--- config.mk ---
export PLATFORM = sky130hd
export DESIGN_NAME = ws2812_bit_encoder
export DESIGN_NICKNAME = d
export VERILOG_FILES = /design/src/rtl/ws2812_bit_encoder.sv
export SDC_FILE = /design/constraint.sdc
export NUM_CORES = 1
export LEC_CHECK = 0
export ABC_AREA = 1
export CAP_MARGIN = 20
export CORE_ASPECT_RATIO = 1.25
export CORE_MARGIN = 3
export CORE_UTILIZATION = 50
export CTS_CLUSTER_DIAMETER = 50
export DETAILED_ROUTE_END_ITERATION = 12
export DONT_BUFFER_PORTS = 1
export RECOVER_POWER = 25
export SYNTH_ARGS = -nofsm -noshare
export SYNTH_HDL_FRONTEND = slang
export SYNTH_SLANG_ARGS = --single-unit
--- constraint.sdc ---
create_clock -name clk -period 2.2 [get_ports clk]
set_input_delay 0.22 -clock clk [delete_from_list [all_inputs] [get_ports clk]]
set_output_delay 0.22 -clock clk [all_outputs]
set_load 0.01 [all_outputs]
--- src/rtl/ws2812_bit_encoder.sv ---
// ws2812_bit_encoder
//   Serialises a GRB frame held in an external shift register onto a WS2812B
//   data line. Each bit is one fixed-length period: high for T1H ('1') or
//   T0H ('0') clocks, then low for the rest of T_BIT. After N_BITS bits the line
//   is held low for T_RESET clocks so the LEDs latch, then frameDone pulses.
//
// Ports
//   clk           in   system clock
//   reset         in   synchronous, active-high reset
//   start         in   frame request, sampled only in IDLE
//   registerBit   in   current MSB of the external shift register
//   loadRegister  out  one-cycle pulse: shift register loads its frame value
//   genDone       out  one-cycle pulse at the end of each bit: shift register rotates
//   dataOut       out  WS2812B serial line
//   busy          out  high in every state except IDLE
//   frameDone     out  one-cycle pulse in the final LATCH cycle
//
// state | meaning
// ------+--------------------------------------------------------------
// IDLE  | line low, waiting for start
// LOAD  | one cycle, loadRegister high; shift register takes the frame
// BIT   | one bit period per T_BIT clocks, idx counts bits in the frame
// LATCH | line low for T_RESET clocks, frameDone in the last cycle

module ws2812_bit_encoder #(
    parameter int T_BIT   = 125,
    parameter int T0H     = 40,
    parameter int T1H     = 80,
    parameter int T_RESET = 6000,
    parameter int N_BITS  = 96
) (
    input  logic clk,
    input  logic reset,
    input  logic start,
    input  logic registerBit,
    output logic loadRegister,
    output logic genDone,
    output logic dataOut,
    output logic busy,
    output logic frameDone
);

    // One counter serves both BIT and LATCH, so it is sized for the longer one.
    localparam int CNT_MAX = (T_BIT > T_RESET) ? T_BIT : T_RESET;
    localparam int CNT_W   = (CNT_MAX > 1) ? $clog2(CNT_MAX) : 1;
    localparam int IDX_W   = (N_BITS > 1) ? $clog2(N_BITS) : 1;

    localparam logic [CNT_W-1:0] BIT_LAST   = CNT_W'(T_BIT - 1);
    localparam logic [CNT_W-1:0] RESET_LAST = CNT_W'(T_RESET - 1);
    localparam logic [CNT_W-1:0] HIGH_ZERO  = CNT_W'(T0H);
    localparam logic [CNT_W-1:0] HIGH_ONE   = CNT_W'(T1H);
    localparam logic [IDX_W-1:0] IDX_LAST   = IDX_W'(N_BITS - 1);

    typedef enum logic [1:0] {
        IDLE  = 2'd0,
        LOAD  = 2'd1,
        BIT   = 2'd2,
        LATCH = 2'd3
    } state_t;

    state_t           state;
    logic [CNT_W-1:0] cnt;
    logic [IDX_W-1:0] idx;
    logic             bitReg;

    always_ff @(posedge clk) begin
        if (reset) begin
            state  <= IDLE;
            cnt    <= '0;
            idx    <= '0;
            bitReg <= 1'b0;
        end else begin
            case (state)
                IDLE: begin
                    if (start) begin
                        state <= LOAD;
                    end
                end
                LOAD: begin
                    state <= BIT;
                    cnt   <= '0;
                    idx   <= '0;
                end
                BIT: begin
                    if (cnt == '0) begin
                        bitReg <= registerBit;
                    end
                    if (cnt == BIT_LAST) begin
                        cnt <= '0;
                        if (idx == IDX_LAST) begin
                            state <= LATCH;
                        end else begin
                            idx <= idx + 1'b1;
                        end
                    end else begin
                        cnt <= cnt + 1'b1;
                    end
                end
                LATCH: begin
                    if (cnt == RESET_LAST) begin
                        cnt   <= '0;
                        state <= IDLE;
                    end else begin
                        cnt <= cnt + 1'b1;
                    end
                end
                default: begin
                    state <= IDLE;
                end
            endcase
        end
    end

    // bitReg is only captured at the end of the cnt=0 cycle, so that first
    // cycle has to look at the shift register output directly.
    logic             curBit;
    logic [CNT_W-1:0] highLen;

    assign curBit  = (cnt == '0) ? registerBit : bitReg;
    assign highLen = curBit ? HIGH_ONE : HIGH_ZERO;

    assign loadRegister = (state == LOAD);
    assign genDone      = (state == BIT) && (cnt == BIT_LAST);
    assign frameDone    = (state == LATCH) && (cnt == RESET_LAST);
    assign busy         = (state != IDLE);
    assign dataOut      = (state == BIT) && (cnt < highLen);

endmodule
==> results.md, run 1 <==
* Status: finished clean
* Register area share after synthesis at 27.8%
* Synth Area per Inst at 6.45 um2
* WP data arrival at 1940 ps
* Worst hold slack at 37.2 ps
* Global router's overall resource usage at 21.4%
* P&R area growth vs syn at 16.0%
* Max VDD drop at 711 uV
* Seq. cell area at 464 um2
* Final global-route overflow total at 0
* Layout Nets at 291
* Die width at 57.5 um
* Layout Skew at 8.47 ps
* Worst-Skew Late Latency at 310 ps
* DP HPWL at 2.97 mm
* CTS tree: yes
* Core area at 3060 um2
* Tmin final at 2160 ps
* Most frequent cells in the layout: nand2_1 (55), nor2_1 (34), inv_1 (28)
* Period utilisation layout at 98.0%
* Crit path kind: flip-flop to output pin
* Gate Count Post-Synth at 257
* ANT nets after route at 0
* Final setup vio count at 0
* Drc violations at 0
* FF+latch count, synth at 23
* DRT Pass-1 Iters at 4
* Starting density of the core at 54.2%
* Total power at 1.53 mW
* CTS Sinks at 23
* H-tree Lvls at 1
* Largest net degree at the start of global routing at 13
* Syn Nets at 270
* Die Height at 70.4 um
* Synth warn at 0
* Initial antenna violation count at 0
* Total Routed Length at 4.05 mm
* Synthesized area at 1660 um2
* Hold WC Path Type: input pin to flip-flop
* Die Area at 4040 um2
* Final GP Congestion at 0.861
* Bufs on Longest Clock Path at 2
* Filler cell count at 303
* Fmax at 464 MHz
* TritonCTS buffer count at 3
* Commonest non-fill, non-tap cell in the layout: nand2_1
* Boundary pin count at 9
* Critical path startpoint category: flip-flop
* Max_slew headroom at 63.9%
* Via density at 5.35
* Std cell rows at 22
* CP max FO at 2
* Netlist cell types at 32
* Crit path capture type: output pin
* Initial DRC Count at 99
* Slew Viols, Final at 0
* RSZ-0062 raised after global routing: true
* Via count at 1673
* Diode count at 0
* Number of global-route vias before repair at 1532
* Number of buffers inserted by port buffering at 0
* Post-route setup TNS at 0 ps
* Power Density at 797 nW/um2
* Max_cap viols at 0
* Wirelength per Cell at 12.9 um
* Leakage at 0.833 nW
* Global-route wire length before repair at 6.91 mm
* Area of the multi-input gates at 1080 um2
* Share of cells above drive strength 1 at 22.7%
* Worst-Margin Slew at 536 ps
* Critical Path RT at 1980 ps
* Final Hold Viols at 0
* Root buf cell: clkbuf_4
* Register clock-pin slew on the reported worst setup and hold paths at 130 ps
[cell type report]
class,count,share of cell area [%]
inverters,37,7.55
multi-input cells,192,56.3
well taps,36,2.34
clock buffers,4,1.37
repair buffers,21,8.33
flip-flops and latches,23,24.2
[final timing paths]
path              slack [ps]                   to  cells past startpoint                  start
setup reg to reg         530  cnt[6]$_SDFFE_PP0P_                      9  state[0]$_SDFFE_PP0P_
setup / recovery          40              dataOut                     14    cnt[0]$_SDFFE_PP0P_
hold reg to reg          500  idx[4]$_SDFFE_PP0P_                      2    idx[4]$_SDFFE_PP0P_
hold / removal            40  idx[6]$_SDFFE_PP0P_                      3                  reset
[cell usage after synthesis]
master    number  area share [%]
nand2_1       59              13
nor2_1        36             8.2
inv_1         32             7.3
nand3_1       25             7.6
dfxtp_1       23              28
a21oi_1       15             4.5
ha_1           9             6.8
nand4_1        9             3.4
nand2_2        7             2.6
nor3_1         5             1.5
o21ai_0        4             1.2
buf_2          3            0.91
inv_2          3            0.68
nor4_1         3             1.1
xor2_1         3             1.6
a21oi_2        2             1.1
nand2_4        2             1.4
nand3_2        2             1.2
o21ai_1        2            0.60
a21o_1         1            0.45
buf_6          1            0.68
clkbuf_1       1            0.23
clkinv_2       1            0.30
clkinv_4       1            0.53
nand2_8        1             1.2
nand3_4        1             1.1
nand3b_1       1            0.45
nor2_2         1            0.38
nor2_4         1            0.68
nor3b_1        1            0.45
o211ai_1       1            0.45
or2_2          1            0.38
[repair_timing]
action,CTS,global route
buffers inserted,7,3
endpoints found under the hold margin,8,0
endpoints found under the setup margin,1,1
pin swaps,4,5
gates cloned,0,0
hold buffers,1,0
gates resized for setup,12,8
[registers in the layout (all words and copies together) (netlist names)]
name / cells
bitReg: 1
cnt: 13
idx: 7
state: 2
[cells by family after synthesis]
group,synth area share [%]
compound gates,8.31
buf+inv,10.6
xor+xnor,1.59
flops,27.8
simple gates,44.9
fa+ha+maj,6.80
[critical path, cell delays in order, from the launching register on]
cell	delay, ps
dfxtp_2	340
inv_2	70
ha_4	150
nand3_2	70
nor2_2	130
nand2_1	70
nand2_2	70
nand2_2	70
inv_2	80
ha_4	200
nand2_2	60
nand2_1	50
nand2_1	80
nand2_2	60
nor2_4	140
[per-stage QoR]
stage	utilization [%]	instances	worst slack [ps]	instance area, um2
floorplan	-	257	330	1660
global placement	57.4	299	247	1750
detailed placement	57.4	299	200	1750
CTS	61.3	310	3.61	1870
global route	62.9	313	-118	1920
finish	62.9	313	43.6	1920
[power breakdown]
group | internal, mW | switching, mW | total, mW
logic | 0.280 | 0.562 | 0.843
registers | 0.460 | 0.0316 | 0.492
clock network | 0.0707 | 0.126 | 0.197
total | 0.812 | 0.720 | 1.53
[routing by layer]
| metal | share of wire [%] | track usage, % |
|---|---|---|
| met1 | 44 | 27.2 |
| met2 | 49 | 34.7 |
| met3 | 4.3 | 2.96 |
| met4 | 2.4 | 10.6 |
| met5 | 0 | 0 |
(Power assumes the default switching activity.)
==> run 2: changes to the inputs <==
--- a/config.mk
+++ b/config.mk
@@ -13,7 +13,9 @@
 export CTS_CLUSTER_DIAMETER = 50
 export DETAILED_ROUTE_END_ITERATION = 12
 export DONT_BUFFER_PORTS = 1
+export GPL_TIMING_DRIVEN = 0
 export RECOVER_POWER = 25
+export SETUP_SLACK_MARGIN = 0.15
 export SYNTH_ARGS = -nofsm -noshare
 export SYNTH_HDL_FRONTEND = slang
 export SYNTH_SLANG_ARGS = --single-unit
==> run 2 against run 1 <==
Effect of this change:
- first-iteration DRC count is 20% higher
- clock power is 8% higher
- combinational power is 2.5% higher
- sequential share of layout area hardly changed
- critical path depth stayed put
- global-route usage is 1.1 points higher
- routed wire length is 3.4% higher
- non-clock buffer count is 3 higher
- critical endpoint unchanged
- largest power group unchanged
==> results.md, run 2 (synthesis gave the netlist of run 1 again) <==
* Max_slew headroom at 63.8%
* Via density at 5.39
* DRT Pass-1 Iters at 4
* Largest net degree at the start of global routing at 14
* ANT nets after route at 0
* Share of cells above drive strength 1 at 30.4%
* Dpl cells at 293
* Worst hold start: reset
* Pre-CTS setup slack at 136 ps
* Critical Path RT at 1980 ps
* Bufs on Longest Clock Path at 2
* Layout Nets at 294
* Die Area at 4040 um2
* Drc violations at 0
* Std cell rows at 22
* Launching point of the worst reg2reg path: state[0]$_SDFFE_PP0P_
* Total Routed Length at 4.18 mm
* Root buf cell: clkbuf_4
* Most frequent cells in the layout: nand2_1 (52), nor2_1 (32), inv_1 (25)
* Via count at 1704
* Hold WC Path Type: input pin to flip-flop
* Cell Chain, Critical Path: inv_2 > ha_4 > nand3_2 > nor2_2 > nand2_1 > nand2_2 > nand2_2 > buf_6 > buf_6 > buf_6 > buf_6 > nand2_2 > nand2_2 > nor2_4
* Post-route setup TNS at 0 ps
* Core area at 3060 um2
* Final GP Congestion at 0.846
* Max VDD drop at 757 uV
* CP peak stage delay at 350 ps
* Worst Setup SP: cnt[0]$_SDFFE_PP0P_
* Worst-Skew Late Latency at 320 ps
* Final setup vio count at 0
* Number of global-route vias before repair at 1598
* Fmax at 461 MHz
* H-tree Lvls at 1
* Final global-route overflow total at 0
* CTS Sinks at 23
* Global router's overall resource usage at 22.5%
* Crit path max-delay cell type: dfxtp_2
* TritonCTS buffer count at 3
* Crit-path leading delay family: simple AND/OR/NAND/NOR gates
* Final worst-path setup slack at 31.2 ps
* Wirelength per Cell at 13.2 um
* Number of buffers inserted by port buffering at 0
* Final Hold Viols at 0
* P&R area growth vs syn at 22.3%
* Tmin final at 2170 ps
* Starting density of the core at 54.2%
* Period utilisation layout at 98.6%
* CTS tree: yes
* Leakage at 0.877 nW
* WP data arrival at 1950 ps
* CP Buf/Inv Count at 5
* Global-route wire length before repair at 7.24 mm
* Diode count at 0
* RSZ-0062 raised after global routing: true
* Boundary pin count at 9
* Register clock-pin slew on the reported worst setup and hold paths at 140 ps
* Hold_buf cts at 0
* Die width at 57.5 um
* Power Density at 772 nW/um2
* Biggest regs: cnt x13, idx x7, state x2
* Crit path capture type: output pin
* Layout Skew at 4.48 ps
* Slew Viols, Final at 0
* Crit path kind: flip-flop to output pin
* CP max FO at 2
* Commonest non-fill, non-tap cell in the layout: nand2_1
* Status: finished clean
* Initial antenna violation count at 0
* Max_cap viols at 0
* DP HPWL at 2.86 mm
* Die Height at 70.4 um
* Biggest register: cnt
* Worst-Margin Slew at 543 ps
* Critical path startpoint category: flip-flop
* Post-Layout Cell Count at 316
* Initial DRC Count at 119
* Max reg flops at 13
run 2: changes by cell type in the layout (fill, tap and decap cells not counted), moves of 2 or more:
cell,before,now
nor2_1,34,32
buf_4,20,15
nor2_2,1,3
dfxtp_2,3,5
inv_2,7,9
buf_6,0,6
buf_2,0,2
nand2_1,55,52
dfxtp_4,0,6
nand2_2,11,14
inv_1,28,25
nor4_1,3,1
dfxtp_1,20,12
run 2: repair_timing:
| item | in CTS | in global routing |
|---|---|---|
| gates resized for setup | 47 | 6 |
| endpoints found under the setup margin | 2 | 2 |
| buffers inserted | 17 | 2 |
| pin swaps | 10 | 8 |
run 2: metrics by stage:
step	util, %	area (um2)	total power, mW	hold slack (ps)
floorplan	-	1660	1.11	378
global placement	55.7	1700	1.28	391
detailed placement	55.7	1700	1.28	391
CTS	65.1	1990	1.56	26.1
global route	66.3	2030	1.70	37.6
finish	66.3	2030	1.56	36.6
run 2: final timing paths:
path	end	slack [ps]	cells past startpoint
max reg2reg	cnt[6]$_SDFFE_PP0P_	330	10
min	cnt[3]$_SDFFE_PP0P_	40	3
min reg2reg	idx[4]$_SDFFE_PP0P_	510	2
max	dataOut	30	14
run 2: cell type report:
| cell class | count | area [um2] |
|---|---|---|
| clock buffers | 3 | 22.5 |
| clock inverters | 1 | 5.00 |
| inverters | 37 | 148 |
| repair buffers | 19 | 158 |
| flip-flops and latches | 23 | 489 |
| fillers | 292 | 1030 |
| multi-input cells | 192 | 1120 |
| well taps | 36 | 45.0 |
| plain buffers | 5 | 36.3 |
run 2: metal layers:
metal  vias up  GRT usage, %  routed length [um]
li1        872             -                   -
met2        41          38.2                2100
met5         -             0                   0
met4         0          10.1                 121
met1       778          28.2                1770
met3        13          2.03                 190
run 2: worst reg2reg max path, cell delays in order, from the launching register on:
cell and delay, ps:
dfxtp_1 390, inv_1 110, ha_1 200, buf_2 190, inv_2 190, nand2_1 130, nor2_1 300, nand2_1 90
nand2_1 70, nand4_1 90, inv_1 70
run 2: power breakdown:
part,internal [mW],switching [mW]
Clock,0.0682,0.144
Sequential,0.453,0.0334
Combinational,0.295,0.569
